--- src/rtl/cond_logic.sv ---
// Condition unit: holds the {N,Z,C,V} flag register and gates architectural write requests.
// Latency: a condition evaluated in the Issue cycle gates the outputs from the next cycle on. Flags become visible one cycle after they are written.
// Backpressure: none; every input is accepted every cycle, and the gated outputs are combinational.
module cond_logic (
    input  logic       clk,
    input  logic       reset,
    input  logic       Issue,
    input  logic [3:0] Cond,
    input  logic [3:0] ALUFlags,
    input  logic [1:0] FlagW,
    input  logic       PCS,
    input  logic       RegW,
    input  logic       MemW,
    output logic       PCSrc,
    output logic       RegWrite,
    output logic       MemWrite,
    output logic [3:0] Flags,
    output logic       CondExHeld
);

    // Flag bit positions: [3]=N, [2]=Z, [1]=C, [0]=V
    logic [3:0] r_flags;
    logic       r_cond_ex_held;
    logic       w_cond_ex;
    logic       w_n, w_z, w_c, w_v;
    logic       w_flag_we_nz;
    logic       w_flag_we_cv;

    assign w_n = r_flags[3];
    assign w_z = r_flags[2];
    assign w_c = r_flags[1];
    assign w_v = r_flags[0];

    // Evaluate the ARM condition code against the registered (pre-update) flags
    always_comb begin
        w_cond_ex = 1'b1;
        case (Cond)
            4'b0000: w_cond_ex = w_z;
            4'b0001: w_cond_ex = ~w_z;
            4'b0010: w_cond_ex = w_c;
            4'b0011: w_cond_ex = ~w_c;
            4'b0100: w_cond_ex = w_n;
            4'b0101: w_cond_ex = ~w_n;
            4'b0110: w_cond_ex = w_v;
            4'b0111: w_cond_ex = ~w_v;
            4'b1000: w_cond_ex = w_c & ~w_z;
            4'b1001: w_cond_ex = ~w_c | w_z;
            4'b1010: w_cond_ex = (w_n == w_v);
            4'b1011: w_cond_ex = (w_n != w_v);
            4'b1100: w_cond_ex = ~w_z & (w_n == w_v);
            4'b1101: w_cond_ex = w_z | (w_n != w_v);
            default: w_cond_ex = 1'b1;  // AL, and 1111 is treated as always
        endcase
    end

    // Flag writes use the held result of the instruction in flight, not the one issuing now
    assign w_flag_we_nz = FlagW[1] & r_cond_ex_held;
    assign w_flag_we_cv = FlagW[0] & r_cond_ex_held;

    // Latch the condition result on Issue; hold it for the rest of the instruction
    always_ff @(posedge clk or posedge reset) begin
        if (reset) begin
            r_cond_ex_held <= 1'b0;
        end else if (Issue) begin
            r_cond_ex_held <= w_cond_ex;
        end
    end

    // N,Z and C,V update independently under their own enables
    always_ff @(posedge clk or posedge reset) begin
        if (reset) begin
            r_flags <= 4'b0000;
        end else begin
            if (w_flag_we_nz) begin
                r_flags[3:2] <= ALUFlags[3:2];
            end
            if (w_flag_we_cv) begin
                r_flags[1:0] <= ALUFlags[1:0];
            end
        end
    end

    // Gating is purely combinational, so an async reset drops the outputs at once
    assign PCSrc      = PCS  & r_cond_ex_held;
    assign RegWrite   = RegW & r_cond_ex_held;
    assign MemWrite   = MemW & r_cond_ex_held;
    assign Flags      = r_flags;
    assign CondExHeld = r_cond_ex_held;

endmodule

--- config.mk ---
export PLATFORM = sky130hd
export DESIGN_NAME = cond_logic
export DESIGN_NICKNAME = d
export VERILOG_FILES = /design/src/rtl/cond_logic.sv
export SDC_FILE = /design/constraint.sdc
export NUM_CORES = 1
export LEC_CHECK = 0
export CORE_AREA = 4 4 41 43
export DETAILED_ROUTE_END_ITERATION = 10
export DIE_AREA = 0 0 45 47
export GPL_TIMING_DRIVEN = 1
export PLACE_DENSITY = 0.66
export SETUP_SLACK_MARGIN = 0.05
export SYNTH_ARGS = -nofsm -noshare
export SYNTH_HDL_FRONTEND = slang
export SYNTH_SLANG_ARGS = --single-unit
export TNS_END_PERCENT = 100
--- constraint.sdc ---
create_clock -name clk -period 1.2 [get_ports clk]
set_input_delay 0.24 -clock clk [delete_from_list [all_inputs] [get_ports clk]]
set_output_delay 0.24 -clock clk [all_outputs]
set_load 0.01 [all_outputs]
# --- Word-level counts from Yosys, hierarchy flattened ---
# Cells that the tools add are included.
classes:
  eq_ne: 15
  n_mux: 1
  bitwise: 13
  n_reduce_logical: 1
ops:
  columns: ["cell", "count"]
  rows:
  - ["4-bit equality test (second input constant)", 6]
  - ["4-bit by 3-bit equality test with 1-bit output (second input constant)", 4]
  - ["1-bit one-hot mux with 14 select lines", 1]
  - ["4-bit by 2-bit equality test with 1-bit output (second input constant)", 2]
  - ["1-bit bitwise AND", 7]
  - ["4-bit by 1-bit equality test with 1-bit output (second input constant)", 1]
  - ["4-bit zero test", 1]
  - ["1-bit inverter", 4]
  - ["1-bit OR", 2]
  - ["1-bit equality test", 1]
  - ["1-bit inequality test", 1]
totals:
  regBits: 5
  in_bits: 16
  output_inout_bits: 8
  word_cells: 33

# --- Depth between registers and ports, before layout ---
# Gate-level depths: netlist of the first run.
logic_depth:
  ltp_word: 3
  mapped_depth: 6

# --- Least setup slack after synthesis of the first run ---
# OpenSTA, ideal clock, no wires.
synth_timing:
  kind: "reg-to-reg"
  start: "reg r_flags[3] (netlist: Flags[3])"
  end: "reg r_cond_ex_held (netlist: CondExHeld)"
  setup_time_ns: 0.104
  t_arrival_ns: 1.139
  t_required_ns: 1.096
  setup_slack_ns: -0.042
  path_stages_with_launch: 6
  path_buffers: 0
  cell_sequence: "dfrtp_1 -> a21oi_1 -> or3_1 -> a31oi_1 -> o21ai_0 -> o311ai_1"
synth_between:
  elab_chain_cells: 3
  elab_cells_between_ends: 6
  classes_between: "2 x eq/ne; 1 x mux; 3 x bitwise"
synth_rtl:
  columns: ["item", "line", "source"]
  rows:
  - ["from (decl)", "22", "logic [3:0] r_flags;"]
  - ["from (signal assigned)", "75", "r_flags[3:2] <= ALUFlags[3:2];"]
  - ["1-bit inequality test / 1-bit equality test (equally long branches)", null, null]
  - ["1-bit OR / 1-bit bitwise AND (equally long branches)", "51, 50", null]
  - ["1-bit one-hot mux with 14 select lines (*)", "37", "case (Cond)"]
  - ["to (signal assigned)", "65", "r_cond_ex_held <= w_cond_ex;"]
  - ["to (decl)", "23", "logic r_cond_ex_held;"]
# Mark *: on every way between the ends. The rest lies on a longest branch, timed or not.
# A chain may end at the register's enable or synchronous reset.

# --- Worst setup path in the final report of the first run ---
layout_timing:
  start: "reg r_flags[0] (netlist: Flags[0])"
  end: "reg r_cond_ex_held (netlist: CondExHeld)"
# The elaborated chain is that of the path after synthesis.

==> reports/summary.md, run 1 <==
- **status** finished, violations left
- **violations in the final reports** setup timing
- **DP HPWL** 827 um
- **transition time of the tightest slew-check pin** 255 ps
- **max-cap violation count** 0
- **input/output buffers** 23
- **most instantiated library cell after synthesis** sky130_fd_sc_hd__nand2_1
- **internal power** 0.989 mW
- **I/O Pins** 24
- **antenna cell count** 0
- **power density over cell area** 1990 nW/um^2
- **Clock Root Buffer** sky130_fd_sc_hd__clkbuf_4
- **adder and majority gate portion of the synthesized area** 0%
- **simple-gate portion of the synthesized area** 19.2%
- **largest driver fanout on the critical path** 5
- **multiplexer share of the synthesized area** 15.3%
- **finished layout cell area** 762 um^2
- **Post-Synthesis Cells** 40
- **data arrival time of the critical path** 1450 ps
- **share of Yosys cell area claimed by the top area cell type** 34.8%
- **global-route wire length before repair** 1710 um
- **delay of the slowest cell on the worst path** 450 ps
- **Die Y-Extent** 47 um
- **predominant post-synthesis flop cell** sky130_fd_sc_hd__dfrtp_1
- **Switch Pwr** 0.524 mW
- **Mapped Nets** 56
- **routability congestion estimate from global placement** 0.729
- **count of unresolved DRC violations after routing** 0
- **Final Power** 1.51 mW
- **most frequent cells after synthesis** sky130_fd_sc_hd__nand2_1, sky130_fd_sc_hd__dfrtp_1, sky130_fd_sc_hd__inv_1, sky130_fd_sc_hd__mux2_2, sky130_fd_sc_hd__xnor2_1
- **floorplan die area** 2120 um^2
- **Post-Place Cell Area** 658 um^2
- **Worst Hold Class** input pin to asynchronous set/reset pin
- **post-synthesis instance area** 359 um^2
- **total global-route track usage** 11.3%
- **placed instance count** 84
- **effective utilization at floorplan** 27.6%
- **H-Tree Depth** 1
- **TritonCTS clock tree** built
- **core footprint** 1300 um^2
- **critical path cell sequence** xnor2_2 > nand3_1 > a21oi_2 > xnor2_2 > o311ai_2
- **hold buffer count at cts** 0
- **slack of the worst reg-to-reg path** -110 ps
- **startpoint type of the worst setup path** flip-flop
- **largest family of logic cells by synthesized area** simple AND/OR/NAND/NOR gates
- **fin crit share** 109%
- **Comb power frac** 62.1%
- **leading cell types by total area after synthesis** sky130_fd_sc_hd__dfrtp_1, sky130_fd_sc_hd__mux2_2, sky130_fd_sc_hd__xnor2_1, sky130_fd_sc_hd__nand2_1, sky130_fd_sc_hd__a31oi_1
- **static leakage** 0.350 nW
- **Total Negative Setup Slacks** -212 ps
- **number of clock sinks** 5
- **maximum number of pins on one net before global-route repair** 8
- **critical path required time** 1340 ps
- **total count of hold-check failures in the final report** 0
- **Routed WL per cell** 11.9 um
- **leftover overflow at the end of global routing** 0
- **Final Critical Period** 1310 ps
- **fin cells** 94
- **Final Skew** 3.02 ps
- **Die X-Extent** 45 um
- **largest area contributor in the netlist** sky130_fd_sc_hd__dfrtp_1
- **endpoint type of the worst setup path** flip-flop
- **Clock Path Buffers** 2
- **portion of total power attributed to sequential cells** 25.2%
- **max-slew violations** 0
- **dominant cell type by count on the critical path** sky130_fd_sc_hd__xnor2_2
- **unrepaired setup endpoints after global routing** yes
- **Synth Area per Inst** 8.98 um^2
- **number of antenna-violating nets in the routed design** 0
- **clock insertion delay at the later pin of the skew report** 240 ps
- **number of global-route vias before repair** 455
- **antenna violations before repair** 0
- **total number of nets in the final design** 96
- **signed area change from the synthesized netlist to the final layout** 112%
- **compound-gate portion of the synthesized area** 15.3%
- **violation count after the first detailed-route iteration** 3
- **worst slew margin relative to its limit** 83.0%
- **vias after detailed routing** 431
- **Worst VDD drop** 1.02 mV
- **critical path class** flip-flop to flip-flop
- **Synth cell types** 18
- **Post-synth EDFFs** 0
- **clock network fraction of design power** 12.6%
- **final worst-path setup slack** -109 ps
- **FMAX** 764 MHz
- **warnings from Yosys** 0
- **Final Routed Wirelength** 1110 um
- **net switching share of the total power** 34.6%
- **clock-pin transition on the worst setup and hold timing paths** 40 ps
- **slowest library cell on the worst path** sky130_fd_sc_hd__dfrtp_2
- **Rows** 13
- **length of the first detailed-routing pass in iterations** 2
- **number of buffers inserted during clock tree synthesis** 3
- **async set or reset register ratio after synthesis** 100%
- **pre-CTS setup slack** -470 ps
- **average via count per standard cell** 4.59
- **sequential fraction of the synthesis area** 34.8%
- **fraction of synthesized cell area in xor and xnor cells** 9.76%
- **Final setup violation count** 2
- **ratio of cells with drive above 1 in the final layout** 48.1%
- **Yosys reg bits** 5
[through the flow]
step           hold slack, ps  utilization, %
3_3_place_gp              457            50.6
3_5_place_dp              451            50.6
6_report                  192            58.6
4_1_cts                   188            53.8
5_1_grt                   214            58.6
2_1_floorplan            18.4               -
[routing by layer]
metal  global-route usage (%)  vias to the layer above  wire length (um)
li1                         -                      222                 -
met1                     11.8                      195               430
met3                     3.07                        0                84
met4                     8.19                        0                 0
met2                     19.5                       14               598
met5                        0                        -                 0
[sequential cells by signal, summed over array words and instances, names as in the netlist]
signal / flops
Flags: 4
CondExHeld: 1
[critical path, delay by kind of cell, from the launching register on]
| family | cells | cell delay [ps] |
|---|---|---|
| flops | 1 | 450 |
| compound gates | 2 | 440 |
| xor+xnor | 2 | 210 |
| simple gates | 1 | 100 |
[cells by family after synthesis]
family	after synthesis
buf+inv	5
xor+xnor	4
compound gates	8
simple gates	13
flops	5
mux	5
[placed cells by master (no fill, tap or decap), drive strengths merged, types with 2 or more instances in the layout]
master | synthesis | routed
and2 | 3 | 3
xnor2 | 4 | 4
inv | 4 | 4
dlygate4sd2 | 0 | 4
a31oi | 3 | 3
clkbuf | 1 | 6
buf | 0 | 19
mux2 | 4 | 4
nand2 | 6 | 6
dfrtp | 5 | 5
a21oi | 2 | 2
clkdlybuf4s50 | 0 | 11
[power by group through the flow]
stage | sequential [mW] | combinational (mW) | clock, mW
after floorplan | 0.400 | 0.281 | 0
after global routing | 0.396 | 1.02 | 0.214
after detailed placement | 0.376 | 0.701 | 0
final | 0.382 | 0.940 | 0.191
after CTS | 0.370 | 0.771 | 0.203
after global placement | 0.380 | 0.696 | 0
[worst paths after layout]
path / start / endpoint / cells past startpoint
min in group clk: Cond[1] / CondExHeld / 5
max: Flags[0] / CondExHeld / 5
max in group asynchronous: reset / Flags[3] / 2
min reg2reg: Flags[2] / Flags[2] / 1
min: reset / Flags[1] / 2
max reg2reg: Flags[0] / CondExHeld / 5
[what timing repair did]
action,in CTS,in global routing
resized for setup,35,12
endpoints found under the setup margin,9,9
pin swaps,4,4
buffers inserted,3,3
[final cells by class]
type,instances,area [um^2]
Fill cell,128,539
Timing Repair Buffer,36,309
Multi-Input combinational cell,30,265
Sequential cell,5,128
Clock buffer,4,26.3
Tap cell,15,18.8
Inverter,4,15.0
Note: power is estimated with default switching activity, not from simulation.
==> inputs of run 2 (changes only) <==
--- a/config.mk
+++ b/config.mk
@@ -5,6 +5,7 @@
 export SDC_FILE = /design/constraint.sdc
 export NUM_CORES = 1
 export LEC_CHECK = 0
+export CAP_MARGIN = 25
 export CORE_AREA = 4 4 41 43
 export DETAILED_ROUTE_END_ITERATION = 10
 export DIE_AREA = 0 0 45 47
==> results of run 2 <==
The final DEF is identical to that of run 1; final timing and power are the same.
